### config.mk
export PLATFORM = sky130hd
export DESIGN_NAME = unpool_concat_flat
export DESIGN_NICKNAME = d
export VERILOG_FILES = /design/src/rtl/unpool_concat_pkg.sv /design/src/rtl/unpool_concat_if.sv /design/src/rtl/unpool_bank_ram.sv /design/src/rtl/unpool_concat.sv /design/src/flat_wrapper.sv
export SDC_FILE = /design/constraint.sdc
export NUM_CORES = 2
export LEC_CHECK = 0
export ABC_AREA = 1
export CORE_ASPECT_RATIO = 0.7
export CORE_UTILIZATION = 59
export DETAILED_ROUTE_END_ITERATION = 12
export PLACE_DENSITY = 0.78
export SLEW_MARGIN = 20
export SYNTH_ARGS = -nofsm -noshare
export SYNTH_HDL_FRONTEND = slang
export SYNTH_SLANG_ARGS = --single-unit
export TNS_END_PERCENT = 100
### constraint.sdc
create_clock -name clock -period 1.9 [get_ports clock]
set_input_delay 0.475 -clock clock [delete_from_list [all_inputs] [get_ports clock]]
set_output_delay 0.475 -clock clock [all_outputs]
set_load 0.1 [all_outputs]
### src/rtl/unpool_concat_pkg.sv
// Shared fixed-point, sizing and latency helpers used by the unpool/concat
// stage and its neighbouring pooling and integration stages.
package unpool_concat_pkg;

  localparam int unsigned DEF_INT_BITW  = 5;
  localparam int unsigned DEF_FRAC_BITW = 8;
  localparam int unsigned DEF_UNITS     = 12;

  // Ceiling log2, never below 1 so a counter always has at least one bit.
  function automatic int unsigned log2(input int unsigned n);
    int unsigned r;
    r = 1;
    while ((32'd1 << r) < n) r++;
    return r;
  endfunction

  function automatic int unsigned fixed_bitw(input int unsigned int_bitw,
                                             input int unsigned frac_bitw);
    return int_bitw + frac_bitw;
  endfunction

  // Two full window rows plus the registered line-buffer read.
  function automatic int unsigned latency(input int unsigned w_width);
    return 2 * w_width + 2;
  endfunction

  localparam int unsigned DEF_FIXED_BITW = fixed_bitw(DEF_INT_BITW, DEF_FRAC_BITW);

endpackage

### src/rtl/unpool_concat_if.sv
// Raster stream bundle for the unpool/concat stage: pooled + skip features in,
// concatenated full-resolution vector out, with coordinates riding alongside.
interface unpool_concat_if #(
  parameter int unsigned DW = 156,
  parameter int unsigned VB = 3,
  parameter int unsigned HB = 3
);

  logic              in_enable;
  logic [DW-1:0]     in_pool;
  logic [DW-1:0]     in_skip;
  logic [VB-1:0]     in_vcnt;
  logic [HB-1:0]     in_hcnt;
  logic              out_enable;
  logic [2*DW-1:0]   out_y;
  logic [VB-1:0]     out_vcnt;
  logic [HB-1:0]     out_hcnt;

  modport master (
    output in_enable, in_pool, in_skip, in_vcnt, in_hcnt,
    input  out_enable, out_y, out_vcnt, out_hcnt
  );

  modport slave (
    input  in_enable, in_pool, in_skip, in_vcnt, in_hcnt,
    output out_enable, out_y, out_vcnt, out_hcnt
  );

endinterface

### src/rtl/unpool_bank_ram.sv
// Ping-pong half-width line buffer: two banks, one write port, one registered
// read port. Contents are deliberately not reset.
module unpool_bank_ram #(
  parameter int unsigned DW    = 156,
  parameter int unsigned DEPTH = 4,
  parameter int unsigned AW    = 2
) (
  input  logic          clk_i,
  input  logic          we_i,
  input  logic          wbank_i,
  input  logic [AW-1:0] waddr_i,
  input  logic [DW-1:0] wdata_i,
  input  logic          rbank_i,
  input  logic [AW-1:0] raddr_i,
  output logic [DW-1:0] rdata_o
);

  logic [DW-1:0] mem_q [2][DEPTH];

  always_ff @(posedge clk_i) begin
    if (we_i) mem_q[wbank_i][waddr_i] <= wdata_i;
    rdata_o <= mem_q[rbank_i][raddr_i];
  end

endmodule

### src/rtl/unpool_concat.sv
// Nearest-neighbour 2x upsampling of the pooled stream via ping-pong line
// buffers, concatenated with the latency-matched full-resolution skip stream.
module unpool_concat
  import unpool_concat_pkg::*;
#(
  parameter int unsigned HEIGHT    = 4,
  parameter int unsigned WIDTH     = 4,
  parameter int unsigned W_HEIGHT  = 6,
  parameter int unsigned W_WIDTH   = 8,
  parameter int unsigned UNITS     = DEF_UNITS,
  parameter int unsigned INT_BITW  = DEF_INT_BITW,
  parameter int unsigned FRAC_BITW = DEF_FRAC_BITW
) (
  input  logic            clock,
  input  logic            n_rst,
  unpool_concat_if.slave  bus
);

  localparam int unsigned FIXED_BITW = fixed_bitw(INT_BITW, FRAC_BITW);
  localparam int unsigned DW         = FIXED_BITW * UNITS;
  localparam int unsigned VB         = log2(W_HEIGHT);
  localparam int unsigned HB         = log2(W_WIDTH);
  localparam int unsigned AW         = HB - 1;
  localparam int unsigned DEPTH      = W_WIDTH / 2;
  localparam int unsigned LATENCY    = latency(W_WIDTH);

  localparam logic [VB:0] HEIGHT_C = (VB + 1)'(HEIGHT);
  localparam logic [HB:0] WIDTH_C  = (HB + 1)'(WIDTH);

  if (HEIGHT % 2 != 0) begin : g_bad_height
    $error("unpool_concat: HEIGHT must be even");
  end
  if (WIDTH % 2 != 0) begin : g_bad_width
    $error("unpool_concat: WIDTH must be even");
  end
  if (W_WIDTH % 2 != 0 || W_WIDTH <= 2) begin : g_bad_w_width
    $error("unpool_concat: W_WIDTH must be even and greater than 2");
  end
  if (W_HEIGHT <= HEIGHT) begin : g_bad_w_height
    $error("unpool_concat: W_HEIGHT must exceed HEIGHT");
  end

  typedef struct packed {
    logic          en;
    logic [VB-1:0] vcnt;
    logic [HB-1:0] hcnt;
    logic [DW-1:0] skip;
  } stage_t;

  stage_t        pipe_d;
  stage_t        pipe_q [LATENCY];
  logic          in_act;
  logic          out_act;
  logic          we;
  logic [DW-1:0] ram_q;

  always_comb begin
    pipe_d      = '0;
    pipe_d.en   = bus.in_enable;
    pipe_d.vcnt = bus.in_vcnt;
    pipe_d.hcnt = bus.in_hcnt;
    pipe_d.skip = bus.in_skip;
    in_act = ({1'b0, bus.in_vcnt} < HEIGHT_C) && ({1'b0, bus.in_hcnt} < WIDTH_C);
    // Only the bottom-right pixel of each 2x2 block carries the pooled value.
    we = n_rst && bus.in_enable && bus.in_vcnt[0] && bus.in_hcnt[0] && in_act;
  end

  always_ff @(posedge clock or negedge n_rst) begin
    if (!n_rst) begin
      for (int unsigned i = 0; i < LATENCY; i++) pipe_q[i] <= '0;
    end else begin
      pipe_q[0] <= pipe_d;
      for (int unsigned i = 1; i < LATENCY; i++) pipe_q[i] <= pipe_q[i-1];
    end
  end

  // Read address comes from the stage one cycle ahead of the output so the
  // registered RAM read lands exactly on the output stage.
  unpool_bank_ram #(
    .DW    (DW),
    .DEPTH (DEPTH),
    .AW    (AW)
  ) u_ram (
    .clk_i   (clock),
    .we_i    (we),
    .wbank_i (bus.in_vcnt[1]),
    .waddr_i (bus.in_hcnt[HB-1:1]),
    .wdata_i (bus.in_pool),
    .rbank_i (pipe_q[LATENCY-2].vcnt[1]),
    .raddr_i (pipe_q[LATENCY-2].hcnt[HB-1:1]),
    .rdata_o (ram_q)
  );

  always_comb begin
    out_act = pipe_q[LATENCY-1].en
           && ({1'b0, pipe_q[LATENCY-1].vcnt} < HEIGHT_C)
           && ({1'b0, pipe_q[LATENCY-1].hcnt} < WIDTH_C);
    bus.out_enable = pipe_q[LATENCY-1].en;
    bus.out_vcnt   = pipe_q[LATENCY-1].vcnt;
    bus.out_hcnt   = pipe_q[LATENCY-1].hcnt;
    bus.out_y      = '0;
    if (out_act) bus.out_y = {ram_q, pipe_q[LATENCY-1].skip};
  end

endmodule

### src/flat_wrapper.sv
// flat-port wrapper written by rule: the top's interface ports become plain ports
module unpool_concat_flat import unpool_concat_pkg::*;
#(
  parameter int unsigned HEIGHT    = 4,
  parameter int unsigned WIDTH     = 4,
  parameter int unsigned W_HEIGHT  = 6,
  parameter int unsigned W_WIDTH   = 8,
  parameter int unsigned UNITS     = DEF_UNITS,
  parameter int unsigned INT_BITW  = DEF_INT_BITW,
  parameter int unsigned FRAC_BITW = DEF_FRAC_BITW
)
  (clock, n_rst, bus_in_enable, bus_in_pool, bus_in_skip, bus_in_vcnt, bus_in_hcnt, bus_out_enable, bus_out_y, bus_out_vcnt, bus_out_hcnt);
  unpool_concat_if bus_i ();
  input  logic clock;
  input  logic n_rst;
  input wire logic [$bits(bus_i.in_enable)-1:0] bus_in_enable;
  input wire logic [$bits(bus_i.in_pool)-1:0] bus_in_pool;
  input wire logic [$bits(bus_i.in_skip)-1:0] bus_in_skip;
  input wire logic [$bits(bus_i.in_vcnt)-1:0] bus_in_vcnt;
  input wire logic [$bits(bus_i.in_hcnt)-1:0] bus_in_hcnt;
  output wire logic [$bits(bus_i.out_enable)-1:0] bus_out_enable;
  output wire logic [$bits(bus_i.out_y)-1:0] bus_out_y;
  output wire logic [$bits(bus_i.out_vcnt)-1:0] bus_out_vcnt;
  output wire logic [$bits(bus_i.out_hcnt)-1:0] bus_out_hcnt;
  assign bus_i.in_enable = bus_in_enable;
  assign bus_i.in_pool = bus_in_pool;
  assign bus_i.in_skip = bus_in_skip;
  assign bus_i.in_vcnt = bus_in_vcnt;
  assign bus_i.in_hcnt = bus_in_hcnt;
  assign bus_out_enable = bus_i.out_enable;
  assign bus_out_y = bus_i.out_y;
  assign bus_out_vcnt = bus_i.out_vcnt;
  assign bus_out_hcnt = bus_i.out_hcnt;
  unpool_concat #(.HEIGHT(HEIGHT), .WIDTH(WIDTH), .W_HEIGHT(W_HEIGHT), .W_WIDTH(W_WIDTH), .UNITS(UNITS), .INT_BITW(INT_BITW), .FRAC_BITW(FRAC_BITW)) u_core (.clock(clock), .n_rst(n_rst), .bus(bus_i));
endmodule
After elaboration in Yosys (flattened, before gate mapping)
Memories as Yosys holds them, arrays and structs flattened.
Cells that the tools add are included.
W data, S select, Z words.
- flip-flop bits (word level): 3090
- memory bits (writable): 1248
- input port bits: 321
- output and inout port bits: 319
- logic and storage cells: 99
- memories: 1
- magnitude comparators: 7
- mux-type cells: 8
- bitwise logic cells: 2
- reduce and logical (&&, ||, !) cells: 8
- memories (memory ; words ; bits a word ; read ports ; clocked after memory_dff ; write ports ; line ; text):
    u_core.u_ram.mem_q ; 2 ; 624 ; 1 ; 0 ; 1 ; unpool_bank_ram.sv:18 ; logic [DW-1:0] mem_q [2][DEPTH];
- operator list (operator ; count):
    $mux W624 ; 1
    $mux W156 ; 3
    $bmux W156 S2 ; 1
    $demux W156 S2 ; 1
    $mux W312 ; 1
    $lt A3 B3 Y1 const B ; 4
    $logic_and A1 B1 Y1 ; 8
    $ge A3 B3 Y1 const B ; 2
    $not A2 Y3 ; 2
    $lt A3 B1 Y1 const B ; 1
    $mux W1 ; 1

Depth between registers and ports, before layout
- word-level depth: 6
- mapped depth: 9
- mapped depth without buffers: 6

Hierarchy
A second synthesis with hierarchy kept.
- cell total of the unflattened synthesis: 9169
- area, all modules: 133195.2 um2
- modules (own cells, without submodules) (module ; times used ; cells an instance ; area each (um2) ; sequential area each (um2)):
    unpool_concat ; 1 ; 3606 ; 76025.4 ; 73420.4
    unpool_bank_ram ; 1 ; 5563 ; 57169.8 ; 40598.9

Least setup slack after synthesis
Ideal clock, no wire load.
- path type: input -> register
- start point: input bus_in_hcnt[0]
- end point: memory u_core.u_ram.mem_q[0][312] in the netlist's numbering, enable pin
- data arrival time: 7.301 ns
- required time: 1.226 ns
- setup slack: -6.075 ns
- cell stages on the path: 4
- cells stage by stage: inv_1 > nor3_1 > nand3_1 > nor2_1
- word-level cells in the longest chain between the ends: 5
- ends and longest elaborated chain (item ; line ; text):
    start: declaration ; flat_wrapper.sv:20 ; input wire logic [$bits(bus_i.in_hcnt)-1:0] bus_in_hcnt;
    $lt A3 B3 Y1 ; unpool_concat.sv:63 ; in_act = ({1'b0, bus.in_vcnt} < HEIGHT_C) && ({1'b0, bus.in_hcnt} < WIDTH_C);
    $logic_and A1 B1 Y1 ; unpool_concat.sv:63 ;
    $logic_and A1 B1 Y1 (*) ; unpool_concat.sv:65 ; we = n_rst && bus.in_enable && bus.in_vcnt[0] && bus.in_hcnt[0] && in_act;
    $mux W1 (*) ; unpool_bank_ram.sv:21 ; if (we_i) mem_q[wbank_i][waddr_i] <= wdata_i;
    $mux W624 (not written as such) (*) ; unpool_bank_ram.sv:21 ;
    end: declaration ; unpool_bank_ram.sv:18 ;
Every way passes the cells marked *; elsewhere a longest branch is shown, timed or not.

Worst setup path in the final report
- start point: register u_core.pipe_q, in the netlist u_core.bus.out_hcnt[2]
- end point: output bus_out_y[26]
- word-level cells in the longest chain between the ends: 3
- ends and longest elaborated chain (item ; line ; text):
    start: declaration ; unpool_concat.sv:51 ; stage_t pipe_q [LATENCY];
    $lt A3 B3 Y1 ; unpool_concat.sv:97 ; && ({1'b0, pipe_q[LATENCY-1].hcnt} < WIDTH_C);
    $logic_and A1 B1 Y1 ; unpool_concat.sv:97 ;
    $mux W312 ; unpool_concat.sv:102 ; if (out_act) bus.out_y = {ram_q, pipe_q[LATENCY-1].skip};
    end: declaration ; flat_wrapper.sv:22 ; output wire logic [$bits(bus_i.out_y)-1:0] bus_out_y;
Every way passes these cells.

==> impl_metrics.toml <==
[outcome]
status = "complete, but fails checks"
violations = "setup timing"

[placed_design]
place_area_um2 = 150400
place_hpwl_um = 181200
portBuffers = 639
gp_congestion = 0.8496

[yosys]
synth_area_leaders = "dfrtp_1, edfxtp_1, nand2_1"
netlist.area_leader.share_pct = 55.16
synth_warnings = 0
yosysUniqueCellTypes = 14
yosysSeqAreaShare_pct = 85.66
ys_seq_elements = 4338
syn_area_per_cell_um2 = 14.53
syn_inst = 9162
synth_top_area_cell = "dfrtp_1"
syn_area_um2 = 133100

[drt]
drt-total-wl_um = 334400
wire_per_inst_um = 23.66
drt_pass1_iterations = 6
drt_iter0_drc = 7259
vias_per_cell = 5.043
postRouteAntennaNets = 0
vias = 71289
drc = 0

[sta]
worst_slack_ps = -961.4
hold_ws_ps = 42.48
fin_crit_ps = 2861
final.period_utilization_pct = 150.6
fmax_mhz = 349.5
drv_slew = 0
rsz0062_at_grt = "true"
finalClockSkew_ps = 68.77
relSlewSlack_pct = 41.52
setup_viol = 935
worst_pin_slew_ps = 877.2
finalHoldViolCount = 0

[clocking]
cts-root-buf = "clkbuf_16"
clock_latency_ps = 900
path_clk_slew_ps = 90
htreeDepth = 5
cts_tree = "built"
numCtsBuffers = 370
clockBufferDepth = 4
cts_sinks = 4338

[power]
power.leakage_uw = 0.07687
power_frac_seq_pct = 53.4
clockPowerShare_pct = 41.5
p_sw_uw = 44790
power_frac_comb_pct = 5.1
p_int_uw = 148200
max-vdd-ir-drop_v = 0.001182
power_density_nw_per_um2 = 1166
swShare_pct = 23.20

[global_routing]
grt_pass1_wl_um = 480300
antenna_found_initial = 49
grt_max_degree = 201
track_usage_pct = 28.94
first_global_vias = 76340
grt-ovfl-total = 0

[critical_path]
cp_max_fo = 18
r2r_end = "u_core.u_ram.rdata_o[50]$_DFF_P_"
r2r_cells = 7
crit_arrival_ps = 2390
end_kind = "primary output"
startpoint_type = "register"
worst-setup-path-type = "register to primary output"
worst_ep_required_time_ps = 1420
r2r-start = "u_core.pipe_q[323]$_DFF_PN0_"
r2r_slack_ps = -80

[die]
die_x_um = 569.7
initial_utilization_pct = 59.51
dieArea_um2 = 227500
die_h_um = 399.4
rows = 145
core-area_um2 = 223700
ios = 640

[finish]
drive_gt1_share_pct = 12.70
final_cell_area_um2 = 165600
areaGrowthSynthToFinish_pct = 24.37
layout_common_cells = "dfrtp_1, nand2_1, inv_1"
n_fill_cell = 11963
fin_nets = 11124
mostFrequentLayoutCell = "dfrtp_1"

[min_path]
hold-path-endpoint = "u_core.pipe_q[2805]$_DFF_PN0_"
hold_depth = 1
hp-class = "primary input to register"
min_from = "bus_in_skip[34]"

[run]
drv_cap = 0
-- synth_stat cells --
cell type / number
nand3_1: 626
clkbuf_1: 111
inv_2: 2
nand2_1: 2030
dfxtp_1: 156
nor3_1: 1
conb_1: 1
inv_1: 1565
buf_1: 32
buf_4: 11
edfxtp_1: 1248
dfrtp_1: 2934
nor2_1: 318
buf_2: 127
-- what timing repair did --
action / 4_1_cts / 5_1_grt
cloned: 7 / 11
setup endpoints to repair: 918 / 943
pin swaps: 1 / 1
hold endpoints to repair: 202 / 0
hold buffers: 52 / 0
resized for setup: 246 / 214
buffers inserted: 1 / 1
-- flip-flops by register name (all words and copies together) (netlist names) --
register / cells
u_core.bus.out_enable: 1
u_core.pipe_q: 2927
u_core.bus.out_vcnt: 3
u_core.u_ram.mem_q: 1248
u_core.bus.out_hcnt: 3
u_core.u_ram.rdata_o: 156
-- worst max-delay path, stage by stage (launching register included) --
cell,delay [ps]
dfrtp_1,390
nor2_2,160
nand2_4,90
buf_12,180
buf_16,260
nor2_4,160
buf_12,190
-- through the flow --
| step | util (%) | power (uW) | cells | setup slack (ps) | TNS, ps |
|---|---|---|---|---|---|
| 3_5_place_dp | 67.21 | 113600 | 13370 | -1021 | -611580 |
| 6_report | 74.01 | 193000 | 14136 | -961.4 | -351330 |
| 4_1_cts | 73.48 | 192900 | 14097 | -1003 | -323700 |
| 2_1_floorplan | - | 107700 | 9785 | -1716 | -1504260 |
| 3_3_place_gp | 67.21 | 112600 | 13370 | -960.6 | -564200 |
| 5_1_grt | 74.01 | 198500 | 14133 | -1021 | -359290 |
-- worst max-delay path by stage --
stage	startpoint	to	slack [ps]	cells after the start
floorplan	bus_in_hcnt[0]	u_core.u_ram.mem_q[0][312]$_DFFE_PP_	-1720	4
global placement	bus_in_enable	u_core.u_ram.mem_q[0][394]$_DFFE_PP_	-960	8
detailed placement	bus_in_enable	u_core.u_ram.mem_q[0][333]$_DFFE_PP_	-1020	8
CTS	u_core.bus.out_vcnt[2]$_DFF_PN0_	bus_out_y[117]	-1000	6
global route	u_core.bus.out_hcnt[2]$_DFF_PN0_	bus_out_y[74]	-1020	7
finish	u_core.bus.out_hcnt[2]$_DFF_PN0_	bus_out_y[26]	-960	6
-- per-layer routing --
layer | share of wire [%] | global-route usage (%) | vias up
li1 | - | - | 30711
met2 | 54 | 52.30 | 3169
met4 | 5.5 | 12.87 | 24
met5 | 0.039 | 0 | -
met1 | 34 | 34.62 | 36495
met3 | 6.1 | 4.370 | 890
-- kinds of logic after synthesis --
group         synth area share, %
other cells              0.002817
buf+inv                     5.362
simple gates                8.979
flops                       85.66
-- area by class of cell --
type	instances	area, um^2	area share (%)
multi-input cells	3599	15760	9.517
clock inverters	150	1869	1.129
inverters	1567	5907	3.568
well taps	3013	3770	2.277
repair buffers	927	13500	8.155
diodes	25	62.56	0.03779
clock buffers	517	10660	6.438
flip-flops and latches	4338	114000	68.88
-- power by group through the flow --
stage                     clock network (uW)  registers, uW  logic [uW]
final                                  80000         103000        9910
after global routing                   84500         103000       10700
after CTS                              80400         103000        9520
after detailed placement                   0         105000        9020
after global placement                     0         104000        8670
after floorplan                            0         103000        4340
No activity file was read; power rests on OpenSTA's default activity.
